==> src/rtl/sdram_arbit_pkg.sv <==
// ============================================================================
// Module      : sdram_arbit_pkg
// Description : Shared state encodings, SDRAM command codes and default widths
//               for the SDRAM port arbiter.
// Revision    : 1.0 - initial release
// ============================================================================
`default_nettype none

package sdram_arbit_pkg;

    localparam int DEF_ADDR_W      = 12;
    localparam int DEF_BANK_W      = 2;
    localparam int DEF_DATA_W      = 16;
    localparam int DEF_TIMEOUT_CYC = 1024;

    typedef enum logic [4:0] {
        ST_IDLE  = 5'b00001,
        ST_ARBIT = 5'b00010,
        ST_AREF  = 5'b00100,
        ST_WRITE = 5'b01000,
        ST_READ  = 5'b10000
    } arb_state_e;

    // {cs_n, ras_n, cas_n, we_n}
    localparam logic [3:0] CMD_MRS       = 4'b0000;
    localparam logic [3:0] CMD_AREF      = 4'b0001;
    localparam logic [3:0] CMD_PRECHARGE = 4'b0010;
    localparam logic [3:0] CMD_ACTIVE    = 4'b0011;
    localparam logic [3:0] CMD_WRITE     = 4'b0100;
    localparam logic [3:0] CMD_READ      = 4'b0101;
    localparam logic [3:0] CMD_NOP       = 4'b0111;

    function automatic logic is_service(input arb_state_e s);
        return (s == ST_AREF) || (s == ST_WRITE) || (s == ST_READ);
    endfunction

endpackage

`default_nettype wire

==> src/rtl/sdram_arb_wdog.sv <==
// ============================================================================
// Module      : sdram_arb_wdog
// Description : Grant watchdog. Counter clears while idle, counts while
//               enabled, and flags expiry on its last count. TIMEOUT_CYC=0
//               removes the counter entirely.
// Revision    : 1.0 - initial release
// ============================================================================
`default_nettype none

module sdram_arb_wdog #(
    parameter int TIMEOUT_CYC = 1024
) (
    input  logic clk,
    input  logic rst_n,
    input  logic i_clr,
    input  logic i_en,
    output logic o_expire
);

    generate
        if (TIMEOUT_CYC == 0) begin : g_wdog_off
            logic w_unused;
            assign w_unused = &{1'b0, clk, rst_n, i_clr, i_en};
            assign o_expire = 1'b0;
        end else begin : g_wdog_on
            localparam int CW = (TIMEOUT_CYC > 1) ? $clog2(TIMEOUT_CYC) : 1;
            localparam logic [CW-1:0] C_LAST = CW'(TIMEOUT_CYC - 1);

            logic [CW-1:0] cnt_q;
            logic [CW-1:0] cnt_d;

            always_comb begin
                cnt_d = cnt_q;
                if (i_clr) begin
                    cnt_d = '0;
                end else if (i_en) begin
                    cnt_d = cnt_q + 1'b1;
                end
            end

            always_ff @(posedge clk or negedge rst_n) begin
                if (!rst_n) begin
                    cnt_q <= '0;
                end else begin
                    cnt_q <= cnt_d;
                end
            end

            assign o_expire = i_en && (cnt_q == C_LAST);
        end
    endgenerate

endmodule

`default_nettype wire

==> src/rtl/sdram_arbit.sv <==
// ============================================================================
// Module      : sdram_arbit
// Description : Arbiter/sequencer sharing one SDRAM command/data port between
//               init, auto-refresh, write and read engines, with a grant
//               watchdog. Optional macro SDRAM_ARB_RR_EN enables round-robin
//               between simultaneous write and read requests.
// Revision    : 1.0 - initial release
// ============================================================================
`default_nettype none

module sdram_arbit
    import sdram_arbit_pkg::*;
#(
    parameter int ADDR_W      = DEF_ADDR_W,
    parameter int BANK_W      = DEF_BANK_W,
    parameter int DATA_W      = DEF_DATA_W,
    parameter int TIMEOUT_CYC = DEF_TIMEOUT_CYC
) (
    input  logic              clk,
    input  logic              rst_n,
    input  logic              flag_init_end,
    input  logic [3:0]        init_cmd,
    input  logic [ADDR_W-1:0] init_addr,
    input  logic              ref_req,
    input  logic              ref_end,
    input  logic [3:0]        ref_cmd,
    input  logic [ADDR_W-1:0] ref_addr,
    input  logic              wr_req,
    input  logic              wr_end,
    input  logic [3:0]        wr_cmd,
    input  logic [ADDR_W-1:0] wr_addr,
    input  logic [BANK_W-1:0] wr_bank,
    input  logic [DATA_W-1:0] wr_data,
    input  logic              rd_req,
    input  logic              rd_end,
    input  logic [3:0]        rd_cmd,
    input  logic [ADDR_W-1:0] rd_addr,
    input  logic [BANK_W-1:0] rd_bank,
    output logic              ref_en,
    output logic              wr_en,
    output logic              rd_en,
    output logic [3:0]        sdram_cmd,
    output logic [ADDR_W-1:0] sdram_addr,
    output logic [BANK_W-1:0] sdram_bank,
    output logic [DATA_W-1:0] sdram_dq_out,
    output logic              sdram_dq_oe,
    output logic [4:0]        arb_state,
    output logic              timeout_err
);

    arb_state_e state_q, state_d;
    logic       ref_en_q, ref_en_d;
    logic       wr_en_q, wr_en_d;
    logic       rd_en_q, rd_en_d;
    logic       timeout_err_q, timeout_err_d;

    logic       w_svc;
    logic       w_expire;
    logic       w_pick_ref, w_pick_wr, w_pick_rd;

`ifdef SDRAM_ARB_RR_EN
    arb_state_e last_served_q, last_served_d;
`endif

    assign w_svc = is_service(state_q);

    sdram_arb_wdog #(
        .TIMEOUT_CYC (TIMEOUT_CYC)
    ) u_wdog (
        .clk      (clk),
        .rst_n    (rst_n),
        .i_clr    (!w_svc),
        .i_en     (w_svc),
        .o_expire (w_expire)
    );

    // Refresh always beats write/read; write/read never chosen with ref_req up.
    always_comb begin
        w_pick_ref = ref_req;
        w_pick_wr  = 1'b0;
        w_pick_rd  = 1'b0;
        if (!ref_req) begin
`ifdef SDRAM_ARB_RR_EN
            if (wr_req && rd_req) begin
                w_pick_wr = (last_served_q != ST_WRITE);
                w_pick_rd = !w_pick_wr;
            end else begin
                w_pick_wr = wr_req;
                w_pick_rd = rd_req;
            end
`else
            w_pick_wr = wr_req;
            w_pick_rd = !wr_req && rd_req;
`endif
        end
    end

    always_comb begin
        state_d       = state_q;
        ref_en_d      = 1'b0;
        wr_en_d       = 1'b0;
        rd_en_d       = 1'b0;
        timeout_err_d = 1'b0;
        case (state_q)
            ST_IDLE: begin
                if (flag_init_end) begin
                    state_d = ST_ARBIT;
                end
            end
            ST_ARBIT: begin
                // A pending grant pulse commits the transfer into service.
                if (ref_en_q) begin
                    state_d = ST_AREF;
                end else if (wr_en_q) begin
                    state_d = ST_WRITE;
                end else if (rd_en_q) begin
                    state_d = ST_READ;
                end else begin
                    ref_en_d = w_pick_ref;
                    wr_en_d  = w_pick_wr;
                    rd_en_d  = w_pick_rd;
                end
            end
            ST_AREF: begin
                if (ref_end) begin
                    state_d = ST_ARBIT;
                end else if (w_expire) begin
                    state_d       = ST_ARBIT;
                    timeout_err_d = 1'b1;
                end
            end
            ST_WRITE: begin
                if (wr_end) begin
                    state_d = ST_ARBIT;
                end else if (w_expire) begin
                    state_d       = ST_ARBIT;
                    timeout_err_d = 1'b1;
                end
            end
            ST_READ: begin
                if (rd_end) begin
                    state_d = ST_ARBIT;
                end else if (w_expire) begin
                    state_d       = ST_ARBIT;
                    timeout_err_d = 1'b1;
                end
            end
            default: begin
                state_d = ST_IDLE;
            end
        endcase
    end

`ifdef SDRAM_ARB_RR_EN
    always_comb begin
        last_served_d = last_served_q;
        if (state_q == ST_ARBIT) begin
            if (wr_en_q) begin
                last_served_d = ST_WRITE;
            end else if (rd_en_q && !ref_en_q) begin
                last_served_d = ST_READ;
            end
        end
    end

    always_ff @(posedge clk or negedge rst_n) begin
        if (!rst_n) begin
            last_served_q <= ST_READ;
        end else begin
            last_served_q <= last_served_d;
        end
    end
`endif

    always_ff @(posedge clk or negedge rst_n) begin
        if (!rst_n) begin
            state_q       <= ST_IDLE;
            ref_en_q      <= 1'b0;
            wr_en_q       <= 1'b0;
            rd_en_q       <= 1'b0;
            timeout_err_q <= 1'b0;
        end else begin
            state_q       <= state_d;
            ref_en_q      <= ref_en_d;
            wr_en_q       <= wr_en_d;
            rd_en_q       <= rd_en_d;
            timeout_err_q <= timeout_err_d;
        end
    end

    always_comb begin
        sdram_cmd    = CMD_NOP;
        sdram_addr   = '0;
        sdram_bank   = '0;
        sdram_dq_out = '0;
        sdram_dq_oe  = 1'b0;
        case (state_q)
            ST_IDLE: begin
                sdram_cmd  = init_cmd;
                sdram_addr = init_addr;
            end
            ST_AREF: begin
                sdram_cmd  = ref_cmd;
                sdram_addr = ref_addr;
            end
            ST_WRITE: begin
                sdram_cmd    = wr_cmd;
                sdram_addr   = wr_addr;
                sdram_bank   = wr_bank;
                sdram_dq_out = wr_data;
                sdram_dq_oe  = 1'b1;
            end
            ST_READ: begin
                sdram_cmd  = rd_cmd;
                sdram_addr = rd_addr;
                sdram_bank = rd_bank;
            end
            default: begin
                sdram_cmd = CMD_NOP;
            end
        endcase
    end

    assign ref_en      = ref_en_q;
    assign wr_en       = wr_en_q;
    assign rd_en       = rd_en_q;
    assign timeout_err = timeout_err_q;
    assign arb_state   = state_q;

endmodule

`default_nettype wire
==> config.mk <==
export PLATFORM = sky130hd
export DESIGN_NAME = sdram_arbit
export DESIGN_NICKNAME = d
export VERILOG_FILES = /design/src/rtl/sdram_arbit_pkg.sv /design/src/rtl/sdram_arb_wdog.sv /design/src/rtl/sdram_arbit.sv
export SDC_FILE = /design/constraint.sdc
export NUM_CORES = 1
export LEC_CHECK = 0
export ABC_AREA = 1
export CAP_MARGIN = 20
export CORE_ASPECT_RATIO = 1.4
export CORE_MARGIN = 4
export CORE_UTILIZATION = 31
export CTS_BUF_LIST = sky130_fd_sc_hd__clkbuf_4
export CTS_CLUSTER_SIZE = 16
export DETAILED_ROUTE_END_ITERATION = 12
export PLACE_DENSITY = 0.75
export SETUP_SLACK_MARGIN = 0.1
export SYNTH_ARGS = -nofsm -noshare
export SYNTH_HDL_FRONTEND = slang
export SYNTH_HIERARCHICAL = 1
export SYNTH_SLANG_ARGS = --single-unit
export TNS_END_PERCENT = 30
==> constraint.sdc <==
create_clock -name clk -period 2 [get_ports clk]
set_input_delay 0.6 -clock clk [delete_from_list [all_inputs] [get_ports clk]]
set_output_delay 0.6 -clock clk [all_outputs]
set_load 0.03 [all_outputs]
==> impl_metrics.json, run 1 <==
{
  "outcome": "finished with violations",
  "violations": "negative setup slack",
  "crit_path_start_kind": "flop",
  "grt_pass1_wl_um": 10660,
  "period_needed_ns": 2.222,
  "cap_violations": 0,
  "cp_top_family": "simple AND/OR/NAND/NOR gates",
  "crit_chain": "nor2_4, nand2_2, nor2_4, buf_12, nand2_1, nand2_2, nor2_1, nand2_1, buf_6",
  "antenna_found_initial": 0,
  "routed_wl_um": 7290,
  "start_util_pct": 31.68,
  "netlist_instances": 288,
  "grt_pass1_vias": 2190,
  "yosysMostFrequentCell": "nand2_1",
  "io_buffers": 136,
  "synth_top_cell_area_share_pct": 25.92,
  "critPathBufInv": 2,
  "slew_headroom_pct": 77.08,
  "post_drt_wl_per_cell_um": 14.02,
  "postRouteAntennaNets": 0,
  "gp_congestion": 0.8186,
  "core-area_um2": 5485,
  "drt_iter0_drc": 50,
  "grt_overflow": 0,
  "dieWidth_um": 71.28,
  "area_growth_pct": 112.7,
  "leakage_nw": 1.719,
  "worstSetupEndpointType": "primary output",
  "synth-async-reset-ratio_pct": 100.0,
  "hold_viol_final": 0,
  "synth_compound_area_share_pct": 4.032,
  "synth_adder_area_share_pct": 0.7199,
  "synthTopCellsByArea": "dfrtp_1 (26%), nand2_1 (21%), nor2_1 (10%), inv_1 (9.7%), nand4_1 (6.8%)",
  "min_path_type": "flop to flop",
  "crit_type": "flop to primary output",
  "period_share_pct": 111.1,
  "worst_ep_required_time_ns": 1.40,
  "worst_slack_ns": -0.2219,
  "clock_sinks": 19,
  "cts_inserted_buffers": 3,
  "layoutNonFillerInstCount": 520,
  "synth-xor-area-share_pct": 0.5040,
  "cp_max_fo": 17,
  "fillers": 455,
  "cp_slowest_stage_delay_ns": 0.46,
  "dp_hpwl_um": 5527,
  "synth-edff-count": 0,
  "critPathArrivalTime_ns": 1.62,
  "power_density_nw_per_um2": 715.1,
  "cts_tree": "yes",
  "grt_max_degree": 20,
  "synth_ff_type": "dfrtp_1",
  "rsz0062_at_grt": "yes",
  "diodes": 0,
  "synth_nets": 382,
  "ys_ff_latch": 19,
  "maxSlewViolCount": 0,
  "die_y_um": 96.59,
  "cts_root_buf": "clkbuf_4",
  "clock_skew_ns": 0.01036,
  "final_nets": 547,
  "tightest_slew_ns": 0.3452,
  "placedCellCount": 501,
  "multi_input_area_um2": 1159,
  "die_area_um2": 6885,
  "ctsLongestPathBuffers": 2,
  "synth_top_family_by_area": "simple AND/OR/NAND/NOR gates",
  "vias": 2439,
  "io-pin-count": 137,
  "synth.distinct_cells": 28,
  "clk_pin_slew_ns": 0.11,
  "ir_drop_uv": 611.7,
  "synth_area_per_cell_um2": 6.034,
  "via_per_inst": 4.690,
  "num_rows": 32,
  "slowest_stage": "dfrtp_2",
  "clk-insertion-delay-late_ns": 0.29,
  "drc": 0,
  "power.total_mw": 2.643,
  "synth_mux_area_share_pct": 0,
  "setup_viol_count_final": 36,
  "ys_seq_area_share_pct": 27.43,
  "yosys.area.top_type": "dfrtp_1",
  "synth-warning-count": 6,
  "layout-drive-gt1-share_pct": 27.88,
  "syn_area_um2": 1738,
  "first_pass_iters": 4,
  "cts-htree-levels": 1,
  "yosys.area_share.simple_pct": 51.91,
  "yosys-top-cells-count": "nand2_1 (99), nor2_1 (48), inv_1 (45)",
  "fmax_ghz": 0.4501,
  "grt_usage_pct": 19.39,
  "ff_latch_area_um2": 481.7
}
-- per-stage QoR --
stage	setup WS (ns)	setup TNS (ns)	util (%)	hold WS, ns	cell area (um2)
finish	-0.2219	-6.199	67.38	0.5435	3696
CTS	-0.2348	-6.336	63.80	0.5365	3500
detailed placement	-0.02528	-0.06812	59.28	0.5083	3252
floorplan	-0.05177	-0.2046	-	0.3044	1826
global placement	-0.01558	-0.01888	59.28	0.4837	3252
global route	-0.3503	-10.94	67.38	0.5995	3696
-- final timing paths --
path / end / cells past startpoint / slack, ns / start
min: u_wdog/g_wdog_on.cnt_q[1] / 2 / 0.54 / u_wdog/g_wdog_on.cnt_q[1]
max reg2reg: arb_state[1] / 17 / -0.09 / arb_state[1]
max in group asynchronous: arb_state[0] / 2 / 1.10 / rst_n
min reg2reg: u_wdog/g_wdog_on.cnt_q[1] / 2 / 0.54 / u_wdog/g_wdog_on.cnt_q[1]
max: sdram_cmd[1] / 9 / -0.22 / arb_state[2]
min in group asynchronous: u_wdog/g_wdog_on.cnt_q[5] / 2 / 0.62 / rst_n
-- worst min-delay path, delay by kind of cell (launching register included) --
kind          cells  cell delay [ns]
simple gates      2             0.12
flops             1             0.40
-- metal layers --
metal / track usage [%] / share of wire [%] / vias to the layer above
met1: 22.14 / 37 / 1119
li1: - / - / 1222
met4: 3.918 / 0.75 / 0
met3: 3.520 / 7.6 / 4
met2: 37.27 / 54 / 94
met5: 0 / 0 / -
-- registers in the layout, indices dropped and copies added (netlist names) --
register / count
arb_state: 5
rd_en: 1
ref_en: 1
timeout_err: 1
u_wdog/g_wdog_on.cnt_q: 10
wr_en: 1
-- cells by family after synthesis --
logic type                 count (synthesis)
DFF                                       19
AOI/OAI and AO/OA                         12
and+or+nand+nor                          198
xor gates and xnor gates                   1
adders and majority gates                  1
buffers and inverters                     57
-- final cells by class --
type / count / area share (%)
flip-flops and latches: 19 / 13.03
multi-input cells: 212 / 31.35
inverters: 50 / 5.856
well taps: 68 / 2.302
repair buffers: 167 / 46.72
clock inverters: 1 / 0.1354
clock buffers: 3 / 0.6093
-- where the power goes --
group	total, mW	internal [mW]	leakage, nW	switching [mW]
logic	1.98	0.889	1.45	1.09
registers	0.472	0.433	0.254	0.0393
clock network	0.189	0.0743	0.0177	0.114
total	2.64	1.40	1.72	1.25
-- timing repair --
item | 4_1_cts | 5_1_grt
gates resized for setup | 61 | 28
setup buffers | 7 | 5
endpoints found under the setup margin | 49 | 50
cloned | 0 | 3
pin swaps | 11 | 8
hold buffers | 0 | 0
-- cell usage in the layout, fill, tap and decap left out, types with 3 or more instances in the layout --
cell,synthesis,layout
clkdlybuf4s50_1,0,92
nor2_2,2,4
inv_1,45,43
buf_4,1,24
dlygate4sd2_1,0,7
nor2_1,48,30
nand3_1,15,15
buf_6,3,37
nor2_4,5,21
dfrtp_2,0,4
nand4_1,19,19
clkbuf_4,0,3
dfrtp_1,18,14
nand2_2,3,8
inv_2,2,3
clkbuf_16,0,3
a21oi_1,5,3
nand2_1,99,93
No activity file was read; power rests on OpenSTA's default activity.
==> run 2, diff against run 1 <==
--- a/config.mk
+++ b/config.mk
@@ -9,11 +9,12 @@
 export CAP_MARGIN = 20
 export CORE_ASPECT_RATIO = 1.4
 export CORE_MARGIN = 4
-export CORE_UTILIZATION = 31
+export CORE_UTILIZATION = 40
 export CTS_BUF_LIST = sky130_fd_sc_hd__clkbuf_4
 export CTS_CLUSTER_SIZE = 16
 export DETAILED_ROUTE_END_ITERATION = 12
-export PLACE_DENSITY = 0.75
+export DONT_BUFFER_PORTS = 1
+export PLACE_DENSITY = 0.52
 export SETUP_SLACK_MARGIN = 0.1
 export SYNTH_ARGS = -nofsm -noshare
 export SYNTH_HDL_FRONTEND = slang
==> impl_metrics.json, run 2 (same netlist as run 1, synthesis figures left out) <==
{
  "outcome": "finished with violations",
  "violations": "negative setup slack",
  "dpl_cell_area_um2": 2365,
  "post_drt_wl_per_cell_um": 14.91,
  "via_per_inst": 5.097,
  "critPathArrivalTime_ns": 1.63,
  "fillers": 408,
  "vias": 1988,
  "multi_input_area_um2": 1111,
  "leakage_nw": 1.254,
  "power_density_nw_per_um2": 1075,
  "diodes": 0,
  "largest_reg_flops": 10,
  "ff_latch_area_um2": 481.7,
  "routed_wl_um": 5815,
  "crit_type": "flop to primary output",
  "maxSlewViolCount": 0,
  "slew_headroom_pct": 43.84,
  "final_area_um2": 2527,
  "cts_inserted_buffers": 3,
  "drc": 0,
  "crit_chain": "nor2_4, nand3_4, buf_6, nand2_4, nor2_4, nand2_4, nand2_2, buf_12",
  "min_path_type": "input port to async pin",
  "cts_root_buf": "clkbuf_4",
  "critPathBufInv": 2,
  "dieWidth_um": 63.71,
  "grt_max_degree": 21,
  "cts_tree": "yes",
  "cts-htree-levels": 1,
  "r2r_cells": 17,
  "ctsLongestPathBuffers": 2,
  "clock_skew_ns": 0.002966,
  "slowest_stage": "dfstp_2",
  "postRouteAntennaNets": 0,
  "grt_pass1_wl_um": 9321,
  "hold_viol_final": 0,
  "core-area_um2": 4204,
  "start_util_pct": 41.34,
  "mostFrequentLayoutCell": "nand2_1",
  "die_area_um2": 5478,
  "antenna_found_initial": 0,
  "drt_iter0_drc": 88,
  "grt_usage_pct": 21.16,
  "crit_path_start_kind": "flop",
  "crit_path_start": "arb_state[0]",
  "fmax_ghz": 0.4478,
  "final_cell_mix": "nand2_1 (96), inv_1 (43), buf_4 (39)",
  "ir_drop_uv": 555.4,
  "grt_overflow": 0,
  "tightest_slew_ns": 0.8396,
  "cp_max_fo": 3,
  "path_depth": 8,
  "pre_cts_slack_ns": -0.01525,
  "first_pass_iters": 4,
  "die_y_um": 85.99,
  "top_register": "u_wdog/g_wdog_on.cnt_q",
  "worst_ep_required_time_ns": 1.40,
  "clock_sinks": 19,
  "hold_slack_ns": 0.1337,
  "worstSetupEndpointType": "primary output",
  "cap_violations": 0,
  "gp_congestion": 0.8000,
  "area_growth_pct": 45.43,
  "io-pin-count": 137,
  "r2r_start": "arb_state[1]",
  "clk_pin_slew_ns": 0.11,
  "num_rows": 28,
  "dp_hpwl_um": 4818,
  "worst_slack_ns": -0.2333,
  "layout-drive-gt1-share_pct": 31.30,
  "rsz0062_at_grt": "yes",
  "period_needed_ns": 2.233,
  "final_nets": 440,
  "setup_viol_count_final": 35,
  "fin_util_pct": 60.12,
  "clk-insertion-delay-late_ns": 0.29,
  "cp_top_family": "flip-flops",
  "cp_slowest_stage_delay_ns": 0.58,
  "period_share_pct": 111.7,
  "io_buffers": 0,
  "grt_pass1_vias": 1974
}
run 2: cell count changes in the layout (fill, tap and decap cells not counted), sizes merged:
cell / delta
clkbuf: -3
dlygate4sd3: +1
clkdlybuf4s50: -92
clkinvlp: -1
dlygate4sd2: -7
inv: +1
buf: -6
run 2: metrics by stage:
stage	std cells	TNS [ns]	power (mW)
floorplan	288	-0.2046	1.498
finish	390	-5.266	2.718
global route	390	-9.484	2.897
global placement	379	0	2.425
detailed placement	379	-0.02338	2.427
CTS	388	-6.546	2.748
run 2: area by class of cell:
type	instances	share of cell area (%)
clock buffer	3	0.8911
tap	45	2.228
sequential	19	19.06
timing repair buffer	60	25.40
clock inverter	1	0.1980
inverter	50	8.267
multi-input combinational	212	43.96
run 2: final timing paths:
check | to | slack (ns)
worst max-delay path | sdram_cmd[2] | -0.23
max in group asynchronous | arb_state[3] | 0.59
min in group clk | wr_en | 0.36
worst min register to register | u_wdog/g_wdog_on.cnt_q[1] | 0.54
worst min-delay path | arb_state[0] | 0.13
worst max register to register | arb_state[1] | -0.04
run 2: repair_timing:
action,in CTS,in global routing
pin swaps,15,3
hold buffers,1,0
setup buffers,4,2
endpoints found under the setup margin,39,48
gates resized for setup,22,5
endpoints found under the hold margin,18,0
gates cloned,0,0
run 2: layer usage:
layer | global-route usage (%) | part of all wire (%) | vias to the layer above
li1 | - | - | 1002
met1 | 21.07 | 33 | 883
met2 | 40.30 | 55 | 85
met3 | 4.980 | 7.8 | 18
met4 | 10.41 | 4.3 | 0
met5 | 0 | 0 | -
run 2: power breakdown:
| group | internal, mW | total (mW) | switching [mW] |
|---|---|---|---|
| Combinational | 0.949 | 2.04 | 1.09 |
| Clock | 0.0743 | 0.191 | 0.117 |
| Sequential | 0.433 | 0.484 | 0.0510 |
run 2: worst reg2reg max path, stage by stage, from the launching register on:
cell     delay [ns]
dfrtp_2        0.44
nor2_4         0.19
nand3_4        0.13
buf_6          0.14
nand2_4        0.05
nor2_4         0.05
buf_6          0.12
inv_2          0.05
nand4_1        0.10
nor3_2         0.16
inv_1          0.08
nand2_1        0.11
nor2_1         0.05
nor2_1         0.10
nor2_1         0.05
nand2_1        0.08
nand2_1        0.05
nand2_1        0.05
==> run 3, diff against run 2 <==
--- a/config.mk
+++ b/config.mk
@@ -14,7 +14,7 @@
 export CTS_CLUSTER_SIZE = 16
 export DETAILED_ROUTE_END_ITERATION = 12
 export DONT_BUFFER_PORTS = 1
-export PLACE_DENSITY = 0.52
+export PLACE_DENSITY = 0.65
 export SETUP_SLACK_MARGIN = 0.1
 export SYNTH_ARGS = -nofsm -noshare
 export SYNTH_HDL_FRONTEND = slang
==> constraint.sdc (replaced) <==
create_clock -name clk -period 2.6 [get_ports clk]
set_input_delay 0.78 -clock clk [delete_from_list [all_inputs] [get_ports clk]]
set_output_delay 0.78 -clock clk [all_outputs]
set_load 0.03 [all_outputs]
==> impl_metrics.json, run 3 (same netlist as run 1, synthesis figures left out) <==
{
  "worstSetupEndpointType": "primary output",
  "power_density_nw_per_um2": 835.0,
  "clk_pin_slew_ns": 0.11,
  "grt_pass1_wl_um": 8997,
  "fin_util_pct": 57.23,
  "cp_max_fo": 6,
  "use_met2_pct": 37.83,
  "io-pin-count": 137,
  "slew_headroom_pct": 78.23,
  "mostFrequentLayoutCell": "nand2_1",
  "cts-htree-levels": 1,
  "layout-drive-gt1-share_pct": 27.27,
  "core-area_um2": 4204,
  "drt_iter0_drc": 85,
  "clk-insertion-delay-late_ns": 0.30,
  "first_pass_iters": 4,
  "critPathArrivalTime_ns": 1.69,
  "tightest_slew_ns": 0.3266,
  "die_area_um2": 5478,
  "grtUsageMet3_pct": 7.602,
  "cp_top_family": "flip-flops",
  "crit_path_start_kind": "flop",
  "grt_pass1_vias": 1953,
  "slowest_stage": "dfstp_2",
  "grt_max_degree": 20,
  "layoutNonFillerInstCount": 386,
  "final_area_um2": 2406,
  "start_util_pct": 41.34,
  "drc": 0,
  "dieWidth_um": 63.71,
  "setup_viol_count_final": 0,
  "critPathBufInv": 3,
  "cap_violations": 0,
  "area_growth_pct": 38.45,
  "worst_ep_required_time_ns": 1.82,
  "ff_latch_area_um2": 479.2,
  "vias": 1998,
  "outcome": "completed",
  "cts_root_buf": "clkbuf_4",
  "postRouteAntennaNets": 0,
  "cpMostUsedCell": "nand2_2",
  "clock_sinks": 19,
  "final_cell_mix": "nand2_1 (93), inv_1 (45), nor2_1 (44)",
  "period_needed_ns": 2.472,
  "ir_drop_uv": 511.6,
  "top_register": "u_wdog/g_wdog_on.cnt_q",
  "grt_use_met1_pct": 20.89,
  "dp_hpwl_um": 4499,
  "cp_slowest_stage_delay_ns": 0.60,
  "post_drt_wl_per_cell_um": 15.11,
  "hold_viol_final": 0,
  "multi_input_area_um2": 1044,
  "rsz0062_at_grt": "yes",
  "clock_skew_ns": 0.002152,
  "cts_inserted_buffers": 3,
  "routed_wl_um": 5831,
  "cts_tree": "yes",
  "hold_buffers": 0,
  "diodes": 0,
  "leakage_nw": 1.241,
  "grt_usage_pct": 20.42,
  "gp_congestion": 0.9114,
  "die_y_um": 85.99,
  "largest_reg_flops": 10,
  "io_buffers": 0,
  "grt_overflow": 0,
  "ctsLongestPathBuffers": 2,
  "via_per_inst": 5.176,
  "crit_type": "flop to primary output",
  "placedCellCount": 368,
  "min_path_type": "input port to async pin",
  "final_nets": 436,
  "dpl_cell_area_um2": 2172,
  "antenna_found_initial": 0,
  "busiest_layer": "met2",
  "tns_ns": 0,
  "num_rows": 28,
  "period_share_pct": 95.08,
  "fmax_ghz": 0.4045,
  "maxSlewViolCount": 0,
  "fillers": 397,
  "power.total_mw": 2.009,
  "crit_chain": "nor2_4, nand3_4, inv_8, buf_6, nand2_2, nand2_1, nor2_1, nand2_2, buf_12"
}
run 3: layout make-up:
class                           count  area share, %
Sequential cell                    19          19.92
Timing Repair inverter              1         0.2600
Inverter                           50          8.736
Tap cell                           45          2.340
Multi-Input combinational cell    212          43.37
Timing Repair Buffer               55          24.13
Clock buffer                        4          1.248
run 3: report_power, final:
group	switching, mW	internal (mW)
Clock	0.0908	0.0702
Combinational	0.815	0.658
Sequential	0.0447	0.331
Total	0.950	1.06
run 3: final timing paths:
kind | start | endpoint | slack, ns | cells past startpoint
max | arb_state[0] | sdram_cmd[0] | 0.13 | 9
min | rst_n | u_wdog/g_wdog_on.cnt_q[7] | 0.16 | 0
max reg2reg | arb_state[1] | arb_state[1] | 0.35 | 16
min reg2reg | u_wdog/g_wdog_on.cnt_q[1] | u_wdog/g_wdog_on.cnt_q[1] | 0.52 | 2
max in group asynchronous | rst_n | arb_state[0] | 2.27 | 0
min in group clk | u_wdog/g_wdog_on.cnt_q[1] | u_wdog/g_wdog_on.cnt_q[1] | 0.52 | 2
run 3: repair_timing:
| action | in CTS | in global routing |
|---|---|---|
| setup endpoints to repair | 19 | 31 |
| hold endpoints to repair | 0 | 0 |
| cloned | 1 | 0 |
| setup buffers | 4 | 9 |
| gates resized for setup | 6 | 30 |
| pin swaps | 3 | 12 |
run 3: per-stage QoR:
stage	hold WS (ns)	setup WS, ns
after floorplan	0.4683	0.2683
after global placement	0.4850	0.3037
after detailed placement	0.4849	0.2329
after CTS	0.1454	0.1005
after global routing	0.1308	0.04128
final	0.1594	0.1278
run 3: routing by layer:
metal / wire length (um) / up-vias
met5: 0 / -
met4: 116 / 0
met3: 652 / 9
met2: 3094 / 92
met1: 1968 / 896
li1: - / 1001
